`config.mk`:
```
export PLATFORM = sky130hd
export DESIGN_NAME = writeback_queue
export DESIGN_NICKNAME = d
export VERILOG_FILES = /design/src/rtl/writeback_queue.sv
export SDC_FILE = /design/constraint.sdc
export NUM_CORES = 1
export LEC_CHECK = 0
export CORE_MARGIN = 2
export CORE_UTILIZATION = 40
export CTS_CLUSTER_SIZE = 20
export DETAILED_ROUTE_END_ITERATION = 6
export HOLD_SLACK_MARGIN = 0.12
export PLACE_DENSITY_LB_ADDON = 0.08
export SYNTH_ARGS = -nofsm -noshare
export SYNTH_HDL_FRONTEND = slang
export SYNTH_SLANG_ARGS = --single-unit
```
`constraint.sdc`:
```
create_clock -name clk -period 3.68 [get_ports clk]
set_clock_uncertainty 0.05 [all_clocks]
set_input_delay 0.552 -clock clk [delete_from_list [all_inputs] [get_ports clk]]
set_output_delay 0.552 -clock clk [all_outputs]
set_load 0.01 [all_outputs]
```
`src/rtl/writeback_queue.sv`:
```
// In-order write-back buffer between result sources and the register file write port.
// Accepts (rd, data) requests, drains one per cycle, and offers a youngest-wins bypass lookup.
module writeback_queue #(
    parameter int DEPTH = 4
) (
    input  logic                     clk,
    input  logic                     reset,
    input  logic                     in_valid,
    output logic                     in_ready,
    input  logic [4:0]               in_rd,
    input  logic [31:0]              in_data,
    input  logic                     rf_hold,
    output logic                     rf_write_enable,
    output logic [4:0]               rf_rd,
    output logic [31:0]              rf_din,
    input  logic [4:0]               rs1,
    input  logic [4:0]               rs2,
    output logic                     rs1_hit,
    output logic [31:0]              rs1_data,
    output logic                     rs2_hit,
    output logic [31:0]              rs2_data,
    output logic [$clog2(DEPTH):0]   count,
    output logic                     empty,
    output logic                     full
);

    localparam int PTR_W = $clog2(DEPTH);
    localparam int CNT_W = PTR_W + 1;

    logic [PTR_W-1:0] head_reg;
    logic [PTR_W-1:0] head_next;
    logic [PTR_W-1:0] tail_reg;
    logic [PTR_W-1:0] tail_next;
    logic [CNT_W-1:0] count_reg;
    logic [CNT_W-1:0] count_next;

    logic [4:0]  rd_mem   [DEPTH];
    logic [31:0] data_mem [DEPTH];

    logic push;
    logic pop;

    // Status comes from registered count only, so a full queue never accepts
    // in the same cycle it drains.
    assign empty    = (count_reg == '0);
    assign full     = (count_reg == CNT_W'(DEPTH));
    assign in_ready = !full;
    assign count    = count_reg;

    // x0 requests complete the handshake but are never stored.
    assign push = in_valid && in_ready && (in_rd != 5'd0);
    assign pop  = !empty && !rf_hold;

    assign rf_write_enable = pop;
    assign rf_rd           = pop ? rd_mem[head_reg]   : 5'd0;
    assign rf_din          = pop ? data_mem[head_reg] : 32'd0;

    always_comb begin
        head_next  = head_reg;
        tail_next  = tail_reg;
        count_next = count_reg;
        if (pop) begin
            head_next = head_reg + PTR_W'(1);
        end
        if (push) begin
            tail_next = tail_reg + PTR_W'(1);
        end
        if (push && !pop) begin
            count_next = count_reg + CNT_W'(1);
        end else if (pop && !push) begin
            count_next = count_reg - CNT_W'(1);
        end
    end

    always_ff @(posedge clk or posedge reset) begin
        if (reset) begin
            head_reg  <= '0;
            tail_reg  <= '0;
            count_reg <= '0;
        end else begin
            head_reg  <= head_next;
            tail_reg  <= tail_next;
            count_reg <= count_next;
        end
    end

    // Payload storage needs no reset: liveness is tracked by head/count alone.
    always_ff @(posedge clk) begin
        if (push) begin
            rd_mem[tail_reg]   <= in_rd;
            data_mem[tail_reg] <= in_data;
        end
    end

    logic [PTR_W-1:0] slot_age [DEPTH];
    logic [DEPTH-1:0] slot_live;
    logic [DEPTH-1:0] match1;
    logic [DEPTH-1:0] match2;

    genvar gi;
    generate
        for (gi = 0; gi < DEPTH; gi++) begin : g_slot
            // Age is the slot's distance from head; live slots have age < count.
            assign slot_age[gi]  = PTR_W'(gi) - head_reg;
            assign slot_live[gi] = ({1'b0, slot_age[gi]} < count_reg);
            assign match1[gi]    = slot_live[gi] && (rs1 != 5'd0) && (rd_mem[gi] == rs1);
            assign match2[gi]    = slot_live[gi] && (rs2 != 5'd0) && (rd_mem[gi] == rs2);
        end
    endgenerate

    // Walk from oldest to youngest so the last match found is the youngest.
    always_comb begin
        logic [PTR_W-1:0] idx;
        rs1_hit  = 1'b0;
        rs1_data = 32'd0;
        rs2_hit  = 1'b0;
        rs2_data = 32'd0;
        idx      = '0;
        for (int k = 0; k < DEPTH; k++) begin
            idx = head_reg + PTR_W'(k);
            if (match1[idx]) begin
                rs1_hit  = 1'b1;
                rs1_data = data_mem[idx];
            end
            if (match2[idx]) begin
                rs2_hit  = 1'b1;
                rs2_data = data_mem[idx];
            end
        end
    end

endmodule
```
# After elaboration in Yosys (flattened, before gate mapping)
# Memories as Yosys holds them, arrays and structs flattened.
# Index checks and enable logic that the tools add are counted.
[word_totals]
out_inout_bits = 110
wordCells = 101
n_memories = 2
mem_bits_rw = 148
in_bits = 51
regBits = 7
[classes]
n_mux = 38
n_addsub = 10
magnitude_cmp = 8
n_reduce_logical = 31
n_eq_ne = 9
[memory_table]
columns = ["memory", "depth", "word_bits", "read_ports", "rd_ports_with_merged_regs", "write_ports", "line", "text"]
rows = [
  ["data_mem", 4, 32, 4, 0, 1, "38", "logic [31:0] data_mem [DEPTH];"],
  ["rd_mem", 4, 5, 5, 0, 1, "37", "logic [4:0] rd_mem [DEPTH];"],
]
[op_table]
columns = ["cell", "n"]
rows = [
  ["two-way mux 32 bit", 9],
  ["== test 5 bit", 8],
  ["logical AND 1 bit", 21],
  ["two-way mux 1 bit", 18],
  ["binary-select mux 1 bit (select 2 bit)", 8],
  ["nonzero test 5 bit", 3],
  ["< comparator 2 x 3 -> 1 bit", 4],
  ["< comparator 2 x 3 -> 1 bit, second input constant", 4],
  ["two-way mux 3 bit", 2],
  ["logical NOT 1 bit", 5],
  ["two-way mux 5 bit", 1],
  ["adder 2 x 1 -> 2 bit, second input constant", 2],
  ["adder 2 bit, second input constant", 2],
  ["subtractor 1 x 2 -> 2 bit, first input constant", 2],
  ["subtractor 2 bit, first input constant", 2],
  ["adder 3 x 1 -> 3 bit, second input constant", 1],
  ["== test 3 bit, second input constant", 1],
  ["logical NOT 3 bit", 1],
  ["subtractor 3 x 1 -> 3 bit, second input constant", 1],
  ["nonzero test 2 bit", 1],
]

# Depth between registers and ports, before layout
[depth]
ltp_word = 10
mapped_depth = 15

# Worst setup path before layout
# Ideal clock, no wire load.
[synth_path]
kind = "register -> output"
start = "reg head_reg[0]"
end = "out rs1_data[20]"
stages_incl_launch_ff = 15
n_path_buf = 5
t_required_ns = 3.078
t_arrival_ns = 3.441
path_slack_ns = -0.363
path_cell_list = "dfrtp_1 > buf_2 > buf_2 > buf_2 > buf_1 > xor2_1 > inv_1 > ha_1 > a21oi_1 > o21ai_1 > o221ai_1 > and2_2 > buf_2 > o311a_1 > a221oi_1"
[synth_between]
elab_chain_len = 10
elab_cells_between_ends = 32
[synth_rtl]
columns = ["element", "line", "text"]
rows = [
  ["start, declared", "30", "logic [PTR_W-1:0] head_reg;"],
  ["start signal, assigned", "81", "head_reg <= head_next;"],
  ["subtractor 1 x 2 -> 2 bit / subtractor 2 bit (equally long branches)", "104", "assign slot_age[gi] = PTR_W'(gi) - head_reg;"],
  ["< comparator 2 x 3 -> 1 bit", "105", "assign slot_live[gi] = ({1'b0, slot_age[gi]} < count_reg);"],
  ["logical AND 1 bit (2 in series)", "106", "assign match1[gi] = slot_live[gi] && (rs1 != 5'd0) && (rd_mem[gi] == rs1);"],
  ["binary-select mux 1 bit (select 2 bit)", "121", "if (match1[idx]) begin"],
  ["two-way mux 1 bit (implied by the code)", "121", ""],
  ["two-way mux 32 bit (3 in series)", "121", ""],
  ["two-way mux 32 bit *", "121", ""],
  ["end, declared", "19", "output logic [31:0] rs1_data,"],
]
# Every way passes the cells marked *; elsewhere a longest branch is shown, timed or not. The select of a mux whose other input is x is not followed.

# Final worst setup path
[layout_path]
start = "reg head_reg[0]"
end = "out rs1_data[4]"
# Same word-level chain as after synthesis.

==> out/qor.yml <==
yosysWarningCount: 0
synth_flop_cell: "edfxtp_1"
tightest_slew_ns: 0.456
fin_nets: 1243
worstSkewPairLatency_ns: 0.43
wl_um: 36200
largest_reg_flops: 128
drive_gt1_share_pct: 43.9
num_antenna_cells: 0
power_density_nw_per_um2: 957
synth_nets: 980
syn_avg_cell_area_um2: 11.9
final.min_clock_period_ns: 3.82
grt_pass1_vias: 9251
tns_ns: -2.83
cts_hold_buf: 0
numCtsBuffers: 17
die_height_um: 169
violations: "negative setup slack"
ios: 161
drt_pass1_iterations: 6
p_seq_share_pct: 17.1
cp_top_family: "compound AO/OA/AOI/OAI gates"
p_int_mw: 8.51
rsz0062_at_grt: "true"
cts_tree: "built"
coreArea_um2: 26900
track_usage_pct: 24.8
synth_edf_count: 148
setup_viol: 50
die_w_um: 169
synthArstFlopShare_pct: 4.52
path_class: "flop to primary output"
crit_path_start_kind: "flop"
critPathArrivalTime_ns: 3.22
switching_share_pct: 43.5
crit_path_frequent_cell: "buf_12"
finalPower_mw: 15.1
pwr-share-clk_pct: 10.7
critical-path-max-stage-delay_ns: 0.50
critPathSlowestCell: "dfrtp_4"
hold_violations: 0
hp-class: "primary input to async pin"
postRouteAntennaNets: 0
layout_common_cells: "148 x edfxtp_1, 117 x buf_4, 102 x nand2_1, 93 x mux4_2, 86 x clkdlybuf4s50_1"
initial_core_util_pct: 40.7
place_congestion: 0.802
final_cells: 1536
clk_path_buf_depth: 2
drtIter0Drc: 646
hpwlAfterDp_um: 21600
port_buffers: 160
period_share_pct: 104
max_freq_mhz: 262
ir_worst_vdd_mv: 0.455
crit_fanout: 8
crit_buf_inv: 5
dp.cells: 1451
status: "complete, but fails checks"
ys_ff_latch: 155
crit_chain: "xor2_2, ha_1, a21oi_2, o21ai_1, buf_4, buf_6, o221a_4, a211o_4, buf_12, buf_12, o22ai_4, a31oi_2, buf_2"
vias: 9380
end_kind: "primary output"
finalMaxSlewViolations: 0
fill_cells: 2166
placed_cell_area_um2: 13900
gr-total-overflow: 0
wl_per_cell_um: 23.6
synth_cells: 919
rows: 60
grt_pass1_wl_um: 53700
post-place-ws_ns: -0.649
grt_max_degree: 108
cts-root-buf: "clkbuf_16"
fin_area_um2: 15700
avgViaCountPerCell: 6.11
layout_commonest_cell: "edfxtp_1"
path_clk_slew_ns: 0.07
die-area_um2: 28700
area_delta_synth_final_pct: 44.0
cts_htree_levels: 4
drv_cap: 0
antenna_found_initial: 0
syn_area_um2: 10900
p_comb_share_pct: 72.2
required_ns: 3.08
synth_seq_area_share_pct: 42.2
drc: 0
synth_cell_types: 56
setup_slack_ns: -0.143
slew_headroom_pct: 69.3
cts_sinks: 155
p_switching_mw: 6.55
p_leak_nw: 5.67
[worst reg2reg max path, delay by kind of cell, from the launching register on]
kind / cells / cell delay (ns)
buf+inv: 2 / 0.24
fa+ha+maj: 2 / 0.63
flops: 1 / 0.43
simple gates: 3 / 0.73
xor+xnor: 2 / 0.30
[cells by family (layout without fill, tap and decap cells)]
logic type	after synthesis	after routing	synth area share, %
buffers and inverters	108	384	4.74
and+or+nand+nor	267	267	11.2
xor gates and xnor gates	47	47	3.76
AOI/OAI and AO/OA	194	194	13.1
muxes	138	138	23.8
adders and majority gates	10	10	1.21
DFF	155	155	42.2
[power by group through the flow]
stage / registers (mW) / clock network, mW / logic [mW]
5_1_grt: 2.62 / 1.72 / 11.5
3_5_place_dp: 2.61 / 0 / 9.36
4_1_cts: 2.57 / 1.63 / 10.2
3_3_place_gp: 2.59 / 0 / 9.32
6_report: 2.58 / 1.62 / 10.9
2_1_floorplan: 2.56 / 0 / 5.45
[per-stage QoR]
stage / hold slack, ns / utilization, %
after floorplan: 0.305 / -
after global placement: 0.549 / 51.6
after detailed placement: 0.559 / 51.6
after CTS: 0.295 / 56.8
after global routing: 0.350 / 58.6
final: 0.295 / 58.6
[layout make-up]
class / instances / area (µm²) / area share (%)
timing repair buffer: 330 / 3190 / 20.3
sequential: 155 / 4630 / 29.4
inverter: 22 / 86.3 / 0.548
clock buffer: 20 / 437 / 2.77
tap: 341 / 427 / 2.71
multi-input combinational: 656 / 6890 / 43.7
clock inverter: 12 / 91.3 / 0.580
[layer usage]
| layer | track usage (%) | share of wire, % | up-vias | routed length [µm] |
|---|---|---|---|---|
| met5 | 0 | 0 | - | 0 |
| met4 | 9.18 | 2.8 | 0 | 1030 |
| met3 | 4.55 | 5.9 | 63 | 2120 |
| met2 | 41.0 | 49 | 358 | 17700 |
| met1 | 32.6 | 42 | 4776 | 15400 |
| li1 | - | - | 4183 | - |
[synthesized netlist by cell type (2+ instances only)]
master,n,share of area [%]
edfxtp_1,148,41
nand2_1,103,3.5
mux4_2,93,19
nor2_1,64,2.2
buf_2,53,2.4
and2_1,35,2.0
nand3_1,33,1.5
a221oi_1,31,2.5
xor2_1,30,2.4
o21ai_0,25,1.1
o22ai_1,25,1.4
a31oi_1,22,1.3
mux2_2,22,2.3
o31ai_1,22,1.5
mux2i_1,21,1.9
inv_1,20,0.69
clkbuf_1,18,0.62
a21oi_1,17,0.78
xnor2_1,17,1.4
o311a_1,11,1.0
nor3_1,10,0.46
a221o_1,9,0.82
a32o_1,9,0.82
ha_1,9,1.0
nand4_1,9,0.51
dfrtp_1,7,1.6
buf_4,6,0.41
buf_1,5,0.17
o221ai_1,4,0.32
o22a_1,4,0.32
buf_6,3,0.31
a211oi_1,2,0.14
a2bb2oi_1,2,0.16
mux2i_4,2,0.41
nand2b_1,2,0.11
nor2b_1,2,0.11
o21ai_1,2,0.092
o221a_2,2,0.21
or2_2,2,0.11
or3_1,2,0.11
[timing repair]
item | in CTS | in global routing
pin swaps | 38 | 36
setup endpoints to repair | 66 | 79
cloned | 7 | 1
setup buffers | 29 | 18
gates resized for setup | 401 | 61
endpoints found under the hold margin | 0 | 0
[final timing paths]
| check | cells past startpoint | end | from | slack [ns] |
|---|---|---|---|---|
| max in group asynchronous | 2 | head_reg[0] | reset | 3.04 |
| min in group clk | 2 | count[2] | count[2] | 0.57 |
| min reg2reg | 2 | count[2] | count[2] | 0.57 |
| max | 13 | rs1_data[4] | head_reg[0] | -0.14 |
| min | 2 | tail_reg[0] | reset | 0.29 |
| max reg2reg | 9 | count[2] | count[0] | 1.23 |
Power figures use the tool's default switching activity.
